`src/rtl/wb_select_unit.sv`:
```
// wb_select_unit: registered writeback selector with load align/extend and retire counter
module wb_select_unit #(
    parameter int XLEN  = 64,
    parameter int RA_W  = 5,
    parameter int CNT_W = 32
) (
    input  logic             clk,
    input  logic             reset,
    input  logic             in_valid,
    output logic             in_ready,
    input  logic [1:0]       in_kind,
    input  logic [RA_W-1:0]  in_rd,
    input  logic [XLEN-1:0]  in_alu,
    input  logic [XLEN-1:0]  in_pc_add4,
    input  logic [XLEN-1:0]  in_csr,
    input  logic [2:0]       in_addr_lo,
    input  logic [1:0]       in_size,
    input  logic             in_unsigned,
    input  logic             flush,
    input  logic             mem_rvalid,
    input  logic [XLEN-1:0]  mem_rdata,
    output logic             wb_en,
    output logic [RA_W-1:0]  wb_rd,
    output logic [XLEN-1:0]  wb_data,
    output logic             wb_misalign,
    output logic [CNT_W-1:0] retire_cnt
);
    typedef enum logic {IDLE, WAIT_MEM} state_t;

    state_t          state;
    logic [RA_W-1:0] l_rd;
    logic [2:0]      l_addr;
    logic [1:0]      l_size;
    logic            l_uns;

    logic            accept;
    logic            misalign;
    logic [2:0]      mask;
    logic [XLEN-1:0] sel;
    logic [XLEN-1:0] sh;
    logic [63:0]     w;
    logic [63:0]     ext;

    assign in_ready = (state == IDLE);
    assign accept   = in_valid && in_ready && !flush;

    // Source select, alignment check and load field extraction
    always_comb begin
        mask     = in_size == 2'd0 ? 3'd0 : in_size == 2'd1 ? 3'd1 : in_size == 2'd2 ? 3'd3 : 3'd7;
        misalign = (in_addr_lo & mask) != 3'd0 || (XLEN == 32 && in_size == 2'd3);
        sel      = in_kind == 2'd2 ? in_pc_add4 : in_kind == 2'd3 ? in_csr : in_alu;
        sh       = mem_rdata >> {l_addr, 3'b000};
        w        = 64'(sh);
        ext      = l_size == 2'd0 ? {{56{~l_uns & w[7]}}, w[7:0]} :
                   l_size == 2'd1 ? {{48{~l_uns & w[15]}}, w[15:0]} :
                   l_size == 2'd2 ? {{32{~l_uns & w[31]}}, w[31:0]} : w;
    end

    // Handshake FSM, registered writeback port and retire counter
    always_ff @(posedge clk) begin
        if (reset) begin
            state       <= IDLE;
            wb_en       <= 1'b0;
            wb_rd       <= '0;
            wb_data     <= '0;
            wb_misalign <= 1'b0;
            retire_cnt  <= '0;
            l_rd        <= '0;
            l_addr      <= '0;
            l_size      <= '0;
            l_uns       <= 1'b0;
        end else begin
            wb_en       <= 1'b0;
            wb_misalign <= 1'b0;
            if (state == IDLE) begin
                if (accept && in_kind == 2'd1) begin
                    if (misalign) begin
                        wb_misalign <= 1'b1;
                    end else begin
                        l_rd   <= in_rd;
                        l_addr <= in_addr_lo;
                        l_size <= in_size;
                        l_uns  <= in_unsigned;
                        state  <= WAIT_MEM;
                    end
                end else if (accept) begin
                    wb_en      <= in_rd != '0;
                    retire_cnt <= retire_cnt + CNT_W'(1);
                    if (in_rd != '0) begin
                        wb_rd   <= in_rd;
                        wb_data <= sel;
                    end
                end
            end else if (flush) begin
                state <= IDLE;
            end else if (mem_rvalid) begin
                state      <= IDLE;
                wb_en      <= l_rd != '0;
                retire_cnt <= retire_cnt + CNT_W'(1);
                if (l_rd != '0) begin
                    wb_rd   <= l_rd;
                    wb_data <= ext[XLEN-1:0];
                end
            end
        end
    end
endmodule

```
`config.mk`:
```
export PLATFORM = sky130hd
export DESIGN_NAME = wb_select_unit
export DESIGN_NICKNAME = d
export VERILOG_FILES = /design/src/rtl/wb_select_unit.sv
export SDC_FILE = /design/constraint.sdc
export NUM_CORES = 1
export LEC_CHECK = 0
export BUFFER_PORTS_ARGS = -buffer_cell sky130_fd_sc_hd__buf_2
export CAP_MARGIN = 20
export CORE_AREA = 2 2 148 150
export CTS_BUF_LIST = sky130_fd_sc_hd__clkbuf_4
export CTS_CLUSTER_SIZE = 28
export DETAILED_ROUTE_END_ITERATION = 6
export DIE_AREA = 0 0 150 152
export PLACE_DENSITY = 0.72
export SETUP_SLACK_MARGIN = 0.4
export SLEW_MARGIN = 20
export SYNTH_ARGS = -nofsm -noshare
export SYNTH_HDL_FRONTEND = slang
export SYNTH_SLANG_ARGS = --single-unit
```
`constraint.sdc`:
```
create_clock -name clk -period 2.4 [get_ports clk]
set_input_delay 0.24 -clock clk [delete_from_list [all_inputs] [get_ports clk]]
set_output_delay 0.24 -clock clk [all_outputs]
set_load 0.01 [all_outputs]
```
=== After elaboration in Yosys (flattened, before gate mapping) ===
Cells that the tools add are included.

* $add $sub $neg: 1
* Shift-type cells: 1
* Reduce and logical (&&, ||, !) cells: 15
* Eq/ne operators: 11
* Bitwise logic cells: 8
* Muxes and demuxes: 38

{| class="wikitable"
|+ Operator list
! operator !! count
|-
| 64-bit 2-to-1 mux || 12
|-
| 32-bit 2-to-1 mux || 5
|-
| 64-bit by 6-bit right shift with 64-bit output || 1
|-
| 5-bit 2-to-1 mux || 7
|-
| 32-bit by 1-bit adder with 32-bit output, second input constant || 1
|-
| 1-bit 2-to-1 mux || 11
|-
| 5-bit nonzero test || 2
|-
| 3-bit 2-to-1 mux || 3
|-
| 2-bit == test, second input constant || 4
|-
| 2-bit by 1-bit == test with 1-bit output, second input constant || 3
|-
| 2-bit != test, second input constant || 3
|-
| 6-bit AND reduction || 1
|-
| 2-bit logical NOT || 2
|-
| 1-bit inverter || 4
|-
| 4-bit AND reduction || 1
|-
| 2-bit nonzero test || 2
|-
| 1-bit AND || 3
|-
| 3-bit AND || 1
|-
| 1-bit logical AND || 3
|-
| 3-bit AND reduction || 1
|-
| 3-bit nonzero test || 1
|-
| 3-bit OR reduction || 1
|-
| 2-bit by 1-bit != test with 1-bit output, second input constant || 1
|-
| 1-bit logical NOT || 1
|}

* Logic and storage cells: 84
* Bits of input ports: 274
* Register bits: 115
* Output and inout bits: 104

=== Logic depth before layout (Yosys ltp) ===
Gate-level depths: netlist of the first run.

* Depth after elaboration: 9
* Mapped depth: 9
* Depth with buffers taken out: 7

=== Worst setup path after synthesis of the first run ===
OpenSTA, ideal clock, no wires.

* Path kind: register to register
* Start point: register l_size[1]
* End point: register wb_data[48]
* Data arrival time: 2,019 ps
* Clock period less this slack: 2,105 ps
* Slack: 295 ps
* Stages on the path, launching flop included: 9
* Required time: 2,314 ps
* Path buffers: 3
* Library setup time: 86 ps
* Cell sequence: dfxtp_1 buf_4 nor2b_1 buf_2 or3b_1 a311o_1 and4_1 buf_6 a221oi_2

* Cells in the longest elaborated chain, start to end: 8
* Elaborated cells between the ends (all ways): 10
* Those cells by class: eq/ne (2); mux (7); reduce/logical (1)

{| class="wikitable"
|+ Ends and longest elaborated chain
! what !! line !! source
|-
| start, declared || 33 || <nowiki>logic [1:0] l_size;</nowiki>
|-
| start signal, assigned || 82 || <nowiki>l_size <= in_size;</nowiki>
|-
| 2-bit == test || 56 || <nowiki>l_size == 2'd2 ? {{32{~l_uns & w[31]}}, w[31:0]} : w;</nowiki>
|-
| 64-bit 2-to-1 mux || 56 ||
|-
| 64-bit 2-to-1 mux || 55 || <nowiki>l_size == 2'd1 ? {{48{~l_uns & w[15]}}, w[15:0]} :</nowiki>
|-
| 64-bit 2-to-1 mux (*) || 54 || <nowiki>ext = l_size == 2'd0 ? {{56{~l_uns & w[7]}}, w[7:0]} :</nowiki>
|-
| 64-bit 2-to-1 mux (*) || 100 || <nowiki>if (l_rd != '0) begin</nowiki>
|-
| 64-bit 2-to-1 mux (*) || 96 || <nowiki>end else if (mem_rvalid) begin</nowiki>
|-
| 64-bit 2-to-1 mux (*) || 94 || <nowiki>end else if (flush) begin</nowiki>
|-
| 64-bit 2-to-1 mux (*) || 75 || <nowiki>if (state == IDLE) begin</nowiki>
|-
| end signal, assigned || 91 || <nowiki>wb_data <= sel;</nowiki>
|-
| end signal, assigned || 102 || <nowiki>wb_data <= ext[XLEN-1:0];</nowiki>
|-
| end, declared || 24 || <nowiki>output logic [XLEN-1:0] wb_data,</nowiki>
|}

Mark *: on every way between the ends. The rest lies on a longest branch, timed or not. The select of a mux whose other input is x is not followed.
A chain may end at the register's enable or synchronous reset.

=== Final worst setup path of the first run ===
* Start point: register l_addr[1]
* End point: register wb_data[53]

* Cells in the longest elaborated chain, start to end: 9
* Elaborated cells between the ends (all ways): 11
* Those cells by class: shift (1); mux (7); bitwise (3)

{| class="wikitable"
|+ Ends and longest elaborated chain
! what !! line !! source
|-
| start, declared || 32 || <nowiki>logic [2:0] l_addr;</nowiki>
|-
| start signal, assigned || 81 || <nowiki>l_addr <= in_addr_lo;</nowiki>
|-
| 64-bit by 6-bit right shift with 64-bit output (*) || 52 || <nowiki>sh = mem_rdata >> {l_addr, 3'b000};</nowiki>
|-
| 1-bit AND || 56 ||
|-
| 64-bit 2-to-1 mux || 56 ||
|-
| 64-bit 2-to-1 mux || 55 ||
|-
| 64-bit 2-to-1 mux (*) || 54 ||
|-
| 64-bit 2-to-1 mux (*) || 100 ||
|-
| 64-bit 2-to-1 mux (*) || 96 ||
|-
| 64-bit 2-to-1 mux (*) || 94 ||
|-
| 64-bit 2-to-1 mux (*) || 75 ||
|}

Marks and branches as above.

==> results of run 1 <==
## cells in the final DEF (no fill, tap or decap), types with 9 or more instances in the layout
cell / netlist / routed
buf_2: 23 / 375
nand2_1: 159 / 157
mux2i_1: 117 / 116
dfxtp_1: 115 / 94
nor2_1: 84 / 82
o21ai_0: 70 / 70
buf_4: 2 / 60
a21oi_1: 57 / 52
a32o_1: 34 / 34
nand4_1: 33 / 33
mux2_2: 27 / 24
nand3_1: 20 / 18
clkbuf_4: 0 / 17
buf_12: 0 / 16
dlygate4sd3_1: 0 / 15
dfxtp_2: 0 / 14
a32oi_1: 13 / 13
o22ai_1: 17 / 13
or3_1: 14 / 11
xnor2_1: 11 / 11
buf_6: 1 / 10
and3_1: 9 / 9
## metrics by stage
stage | hold slack, ns | instance area [sq um] | worst slack (ns) | util
floorplan | 0.371 | 8060 | 0.402 | -
global placement | 0.440 | 10400 | 0.180 | 0.488
detailed placement | 0.444 | 10400 | 0.142 | 0.488
CTS | 0.00396 | 11300 | 0.363 | 0.531
global route | 0.0209 | 11700 | 0.257 | 0.550
finish | 0.0434 | 11700 | 0.335 | 0.550
## routing by layer
layer	GRT usage	vias up	wire (um)
met2	0.511	444	17500
met3	0.0622	92	2700
li1	-	4654	-
met5	0	-	18
met4	0.130	2	1520
met1	0.354	4712	13800
## where the power goes
part	switching, uW	internal (uW)	leakage (uW)
Clock	958	458	0.000136
Combinational	595	544	0.00410
Sequential	39.8	1970	0.000947
## sequential cells by signal, summed over array words and instances (netlist names)
| signal | cells |
|---|---|
| retire_cnt | 32 |
| wb_misalign | 1 |
| l_rd | 5 |
| wb_rd | 5 |
| state | 1 |
| l_size | 2 |
| wb_data | 64 |
| wb_en | 1 |
| l_addr | 3 |
| l_uns | 1 |
## layout make-up
type | count | area share
antenna | 6 | 0.00128
clock buffer | 17 | 0.0109
clock inverter | 15 | 0.0118
timing repair buffer | 484 | 0.264
sequential | 115 | 0.200
tap | 280 | 0.0298
multi-input combinational | 809 | 0.479
inverter | 10 | 0.00351
## worst max-delay path: cells and delay by family, from the launching register on
family	cells	cell delay [ns]
AO/OA/AOI/OAI	1	0.21
buffers and inverters	2	0.31
flip-flops	1	0.42
AND/OR/NAND/NOR	4	1.05
## cells by family after synthesis
| group | after synthesis |
|---|---|
| AOI/OAI and AO/OA | 269 |
| xor gates and xnor gates | 13 |
| adders and majority gates | 1 |
| buffers and inverters | 101 |
| DFF | 115 |
| muxes | 145 |
| and+or+nand+nor | 380 |
## final timing paths
check / start / cells past startpoint / to
setup reg to reg: l_addr[1] / 7 / wb_data[53]
hold reg to reg: wb_data[15] / 2 / wb_data[15]
hold / removal: in_rd[0] / 3 / wb_rd[0]
setup / recovery: l_addr[1] / 7 / wb_data[53]
## synthesized netlist by cell type (2+ instances only)
cell type	number	area (sq um)
nor2b_1	5	31.3
and4_1	5	43.8
a32o_1	34	340
nand3_1	20	100
and2_1	2	12.5
or3_1	14	87.6
mux2_2	27	304
or4_1	12	90.1
nand2_1	159	597
mux2i_1	117	1170
o31ai_1	7	52.6
a311oi_1	7	61.3
a31o_2	7	61.3
dfxtp_1	115	2300
nand4_1	33	206
clkbuf_1	53	199
buf_2	23	115
inv_1	9	33.8
o2bb2ai_1	6	52.6
a221oi_2	8	120
a32oi_1	13	114
a211oi_1	8	60.1
nand2b_1	11	68.8
buf_4	2	15.0
a211o_1	8	70.1
a21oi_1	57	285
o21ai_2	2	17.5
a21o_1	8	60.1
nor4_1	5	31.3
nor3_1	6	30.0
and3_1	9	56.3
or2_2	8	50.1
o211ai_1	3	22.5
nor2_1	84	315
buf_1	12	45.0
o221ai_1	7	61.3
nor4b_1	3	26.3
o21ai_0	70	350
xnor2_1	11	96.3
o21a_1	2	15.0
o22ai_1	17	106
xor2_1	2	17.5
## repair_timing
item,4_1_cts,5_1_grt
hold endpoints to repair,20,0
hold buffers,15,0
setup endpoints to repair,72,80
cloned,4,2
pin swaps,16,41
setup buffers,22,16
resized for setup,52,55
==> metrics, run 1 <==
Synth Instances=1024; Peak VDD IR=0.000269 V; clock-pin slew on the worst setup and hold paths=0.13 ns; post-synthesis xor/xnor area fraction=0.0142; Setup crit end kind=flop; Adder-Cell Fraction of Synth Area=0.00156; initial antenna violation count=7; Starting Density=0.377; PwrDens=389 nW/um^2; largest net degree at the start of global routing=128; Inserted Clock Buffers=17; fmax=484 MHz; Port Buffers=377; Mapped Nets=1299; Synth Cell Area=8040 sq um; fillers=2053; DRC violations left=0; Worst EP required=2.86 ns; via/cell ratio=5.71; RD Place Congestion=0.989; Startpoint Class=flop; RSZ-0062 raised after global routing=true; die area=22800 sq um; simple-gate area share of the yosys netlist=0.222; sequential share of the synthesized area=0.286; placed insts=1639; max cap viols=0; Top FF cell, synth=dfxtp_1; post-DR wirelength/cell=20.5 um; Distinct cells, synth=55; Die X-Extent=150 um; H-tree levels=4; worst rel slew slack=0.517; gr usage total=0.297; Synth Area in Compound Gates=0.237; count of state elements after synthesis=115; Synth Warn #=0; P&R area growth vs syn=46.1%; ys async rst share=0; Setup CP Type=reg2reg; Routed Antenna Nets=0; area of the multi-input gates=5620 sq um; clk buf depth=2; CP max stage cell=or4_4; chip height=152 um; drt first pass iters=5; static leakage=0.00519 uW; post-DP HPWL=26400 um; vias in the first global route=9482; Post-synth EDFFs=0; status=finished, final reports clean; Worst path max stage delay=0.48 ns; sequential cell area=2350 sq um; largest family of logic cells by synthesized area=compound AO/OA/AOI/OAI gates; CTS tree=done; Slew Limit Fails=0; crit share post-route=0.860; CP arrival=2.53 ns; CP cell instances=buf_16 -> nand2b_1 -> nor2b_1 -> or4_4 -> and4_4 -> buf_12 -> a221oi_2; Reg2Reg Setup Slack=0.34 ns; Setup TNS Final=0 ns; DR iter-0 viols=693; # IOs=378; fin cells=1736; # rows=54; Final Routed Wirelength=35600 um; fraction of layout cells with a size suffix above 1=0.431; crit path time final=2.06 ns; Setup-failing EPs final=0; Clock Latency Late Sink=0.57 ns; total power=4570 uW; Net count, final=1712; Fin. Hold Viols=0; Overflow after GRT=0; syn avg cell area=7.85 sq um; Worst-Margin Slew=0.724 ns; root buf cell=clkbuf_4; first-pass GRT wire length=52300 um; CTS sink count=115; via count=9904; clock skew=0.0249 ns; mux contribution to synthesized area=0.186; core area=21400 sq um; Max FO, Critical Path=10; Hold Path Class=in2reg
Note: power is estimated with default switching activity, not from simulation.
==> run 2, diff against run 1 <==
--- a/config.mk
+++ b/config.mk
@@ -13,6 +13,7 @@
 export DETAILED_ROUTE_END_ITERATION = 6
 export DIE_AREA = 0 0 150 152
 export PLACE_DENSITY = 0.72
+export RECOVER_POWER = 100
 export SETUP_SLACK_MARGIN = 0.4
 export SLEW_MARGIN = 20
 export SYNTH_ARGS = -nofsm -noshare
==> run 2 against run 1 <==
  * Flip-flop and latch count stayed put
  * Largest cell class unchanged
  * Total power decreased by 0.51%
  * Die area did not move
  * Global-route usage did not move
  * Wire length barely moved
  * Sequential power barely moved
  * Utilization decreased by 1.1 points
  * Clock-buffer cell count did not move
  * Register-to-register slack worse by 0.11 ns
  * Clock skew grew 0.0021 ns
  * Design area is 1.9% lower
==> metrics, run 2 (same netlist as run 1, synthesis figures left out) <==
clock skew=0.0270 ns; Clock Latency Late Sink=0.56 ns; CP Buf/Inv Count=1; area of the multi-input gates=5610 sq um; Final Routed Wirelength=35600 um; RD Place Congestion=0.989; WHS=0.0501 ns; Hold Path Class=in2reg; Max FO, Critical Path=6; Die X-Extent=150 um; fmax=460 MHz; Routed Antenna Nets=0; DR iter-0 viols=721; Biggest register=wb_data; clk buf depth=2; Largest regs=wb_data: 64 flops, retire_cnt: 32 flops; post-DR wirelength/cell=20.5 um; Setup TNS Final=0 ns; first-pass GRT wire length=52300 um; Setup crit end kind=flop; most frequent cells in the layout=288 x buf_2, 157 x nand2_1, 116 x mux2i_1, 111 x dfxtp_1, 95 x clkbuf_1; Fin. Hold Viols=0; CTS sink count=115; CP cell instances=and4_4 -> nand3_4 -> or4_1 -> buf_4 -> o31ai_2 -> a21oi_2; Net count, final=1712; RSZ-0062 raised after global routing=true; via/cell ratio=5.71; fillers=2130; Worst-Margin Slew=1.40 ns; via count=9913; CP max stage cell=or4_1; PwrDens=394 nW/um^2; crit path time final=2.17 ns; root buf cell=clkbuf_4; CP top delay family=simple AND/OR/NAND/NOR gates; Starting Density=0.377; core area=21400 sq um; Largest register FFs=64; Slew Limit Fails=0; gr usage total=0.297; Setup CP Type=reg2reg; status=finished, final reports clean; static leakage=0.00476 uW; # IOs=378; Worst path max stage delay=0.66 ns; post-DP HPWL=26400 um; sequential cell area=2310 sq um; chip height=152 um; Port Buffers=377; Worst EP required=2.81 ns; Peak VDD IR=0.000267 V; max cap viols=0; vias in the first global route=9482; DRC violations left=0; die area=22800 sq um; fraction of layout cells with a size suffix above 1=0.350; drt first pass iters=5; # rows=54; crit share post-route=0.905; largest net degree at the start of global routing=128; Overflow after GRT=0; most common cell after layout, fill and taps aside=buf_2; CP arrival=2.58 ns; initial antenna violation count=7; Setup-failing EPs final=0; worst rel slew slack=0.0652; CTS tree=done; Startpoint Class=flop; Inserted Clock Buffers=17; clock-pin slew on the worst setup and hold paths=0.15 ns; H-tree levels=4; P&R area growth vs syn=43.3%
[run 2: layer usage]
metal | wire [um] | track usage | vias to the layer above
li1 | - | - | 4666
met1 | 14000 | 0.354 | 4716
met2 | 17500 | 0.511 | 440
met3 | 2610 | 0.0622 | 89
met4 | 1490 | 0.130 | 2
met5 | 18 | 0 | -
[run 2: tightest hold or removal path, cell delays in order]
cell	delay, ns
buf_2	0.11
mux2i_1	0.13
a211oi_1	0.09
[run 2: report_power, final]
group	internal (uW)	switching (uW)	leakage, uW
combinational	518	594	0.00369
clock	458	954	0.000136
sequential	1980	41.6	0.000937
[run 2: stage by stage]
stage                     power [uW]  instances  utilization  area, sq um  setup WS [ns]
after CTS                       4570       1712        0.531        11300          0.363
after floorplan                 2590       1024            -         8060          0.402
after detailed placement        3100       1639        0.488        10400          0.142
final                           4550       1737        0.540        11500          0.228
after global placement          3090       1639        0.488        10400          0.180
after global routing            4760       1734        0.539        11500          0.157
[run 2: area by class of cell]
type,count,area share
tap,280,0.0304
clock buffer,17,0.0111
timing repair buffer,484,0.254
antenna,7,0.00152
sequential,115,0.201
clock inverter,15,0.0121
inverter,10,0.00337
multi-input combinational,809,0.487
[run 2: final timing paths]
path	start	end	slack, ns	depth (start not counted)
setup reg to reg	retire_cnt[12]	retire_cnt[28]	0.23	6
hold reg to reg	wb_data[9]	wb_data[9]	0.47	2
hold / removal	in_rd[0]	wb_rd[0]	0.05	3
setup / recovery	retire_cnt[12]	retire_cnt[28]	0.23	6
[run 2: repair_timing]
item                                   in CTS  in global routing
gates resized for setup                    52                 55
pin swaps                                  16                 41
setup endpoints to repair                  72                 80
setup buffers                              22                 16
endpoints found under the hold margin      20                  0
hold buffers                               15                  0
gates cloned                                4                  2
==> run 3, diff against run 2 <==
--- a/config.mk
+++ b/config.mk
@@ -5,7 +5,7 @@
 export SDC_FILE = /design/constraint.sdc
 export NUM_CORES = 1
 export LEC_CHECK = 0
-export BUFFER_PORTS_ARGS = -buffer_cell sky130_fd_sc_hd__buf_2
+export BUFFER_PORTS_ARGS = -buffer_cell sky130_fd_sc_hd__clkbuf_2
 export CAP_MARGIN = 20
 export CORE_AREA = 2 2 148 150
 export CTS_BUF_LIST = sky130_fd_sc_hd__clkbuf_4
==> run 3 against run 2 <==
  * Die area is the same
  * Utilization shrank 1.2 points
  * Worst hold slack lost 0.0040 ns
  * Sequential power is essentially flat
  * Combinational power is essentially flat
  * Sequential share of layout area grew 0.46 points
==> metrics, run 3 (same netlist as run 1, synthesis figures left out) <==
Final Routed Wirelength=34600 um; Inserted Clock Buffers=17; Fin. Hold Viols=0; # rows=54; H-tree levels=4; Biggest register=wb_data; via/cell ratio=5.63; DRC violations left=0; Startpoint Class=flop; P&R area growth vs syn=40.1%; CTS sink count=115; CTS tree=done; gr usage total=0.286; Setup TNS Final=0 ns; largest net degree at the start of global routing=128; vias in the first global route=9205; Setup crit end kind=flop; CP arrival=2.64 ns; Max FO, Critical Path=7; # IOs=378; crit share post-route=0.904; initial antenna violation count=7; drt first pass iters=6; RSZ-0062 raised after global routing=true; Port Buffers=377; total power=4770 uW; worst rel slew slack=0.403; chip height=152 um; fmax=461 MHz; post-DR wirelength/cell=20.1 um; Hold Path Class=in2reg; Die X-Extent=150 um; Overflow after GRT=0; clock-pin slew on the worst setup and hold paths=0.14 ns; root buf cell=clkbuf_4; clock skew=0.0273 ns; Worst-Margin Slew=0.892 ns; most frequent cells in the layout=285 x clkbuf_2, 158 x nand2_1, 117 x mux2i_1, 110 x dfxtp_1, 101 x clkbuf_1; static leakage=0.00472 uW; CP cell instances=and4_4 -> nand4_1 -> or4_4 -> or4_1 -> a21oi_1; Clock Latency Late Sink=0.56 ns; Slew Limit Fails=0; crit path time final=2.17 ns; CP max stage cell=or4_4; status=finished, final reports clean; Routed Antenna Nets=0; Starting Density=0.377; fraction of layout cells with a size suffix above 1=0.329; die area=22800 sq um; final core utilization=0.527; DP Area=10400 sq um; RD Place Congestion=0.978; core area=21400 sq um; Net count, final=1699; Final Instance Area=11300 sq um; first-pass GRT wire length=50600 um; max cap viols=0; post-DP HPWL=26600 um; Worst path max stage delay=0.53 ns; Setup-failing EPs final=0; DR iter-0 viols=643; Setup CP Type=reg2reg; PwrDens=423 nW/um^2; Peak VDD IR=0.000256 V; Largest register FFs=64; via count=9708; Largest regs=wb_data: 64 flops, retire_cnt: 32 flops; clk buf depth=2; most common cell after layout, fill and taps aside=clkbuf_2; Reg2Reg Setup Slack=0.23 ns; Worst EP required=2.88 ns
[run 3: changes by cell type in the layout (fill, tap and decap cells not counted), sizes merged]
cell	change
inv	-5
clkbuf	+291
or4	-1
buf	-301
bufinv	+3
clkinvlp	-2
clkinv	+4
dlygate4sd3	-2
diode	-1
[run 3: final timing paths]
| path | start | end | depth (start not counted) |
|---|---|---|---|
| max | retire_cnt[4] | retire_cnt[28] | 5 |
| min | in_alu[33] | wb_data[33] | 4 |
| max reg2reg | retire_cnt[4] | retire_cnt[28] | 5 |
| min reg2reg | wb_data[12] | wb_data[12] | 2 |
[run 3: layout make-up]
class                   instances  area [sq um]
clock inverters                15           198
fillers                      2133         10100
diodes                          6          15.0
well taps                     280           350
flip-flops and latches        115          2310
inverters                      10          41.3
clock buffers                  17           128
multi-input cells             808          5470
repair buffers                472          2750
[run 3: report_power, final]
| part | switching [uW] | internal, uW | total (uW) |
|---|---|---|---|
| Combinational | 583 | 512 | 1100 |
| Sequential | 41.3 | 1980 | 2020 |
| Clock | 897 | 752 | 1650 |
| Total | 1520 | 3240 | 4770 |
[run 3: critical path, delay by kind of cell (launching register included)]
kind | cells | cell delay, ns
simple gates | 4 | 1.49
flops | 1 | 0.47
compound gates | 1 | 0.14
[run 3: routing by layer]
layer  global-route usage  wire length (um)  part of all wire  vias up
met5                    0                11           0.00032        -
met4                0.117              1310             0.038        2
met3               0.0616              2700             0.078       76
met2                0.496             17100              0.49      466
met1                0.340             13500              0.39     4548
li1                     -                 -                 -     4616
[run 3: stage by stage]
step	std cells	setup slack (ns)	hold slack [ns]
detailed placement	1646	0.0496	0.447
global route	1723	0.149	0.00902
global placement	1646	0.140	0.446
CTS	1704	0.318	0.0116
finish	1723	0.232	0.0461
floorplan	1024	0.402	0.371
[run 3: what timing repair did]
action | in CTS | in global routing
endpoints found under the hold margin | 14 | 0
cloned | 0 | 5
pin swaps | 7 | 16
setup buffers | 13 | 8
endpoints found under the setup margin | 77 | 69
hold buffers | 13 | 0
gates resized for setup | 35 | 46
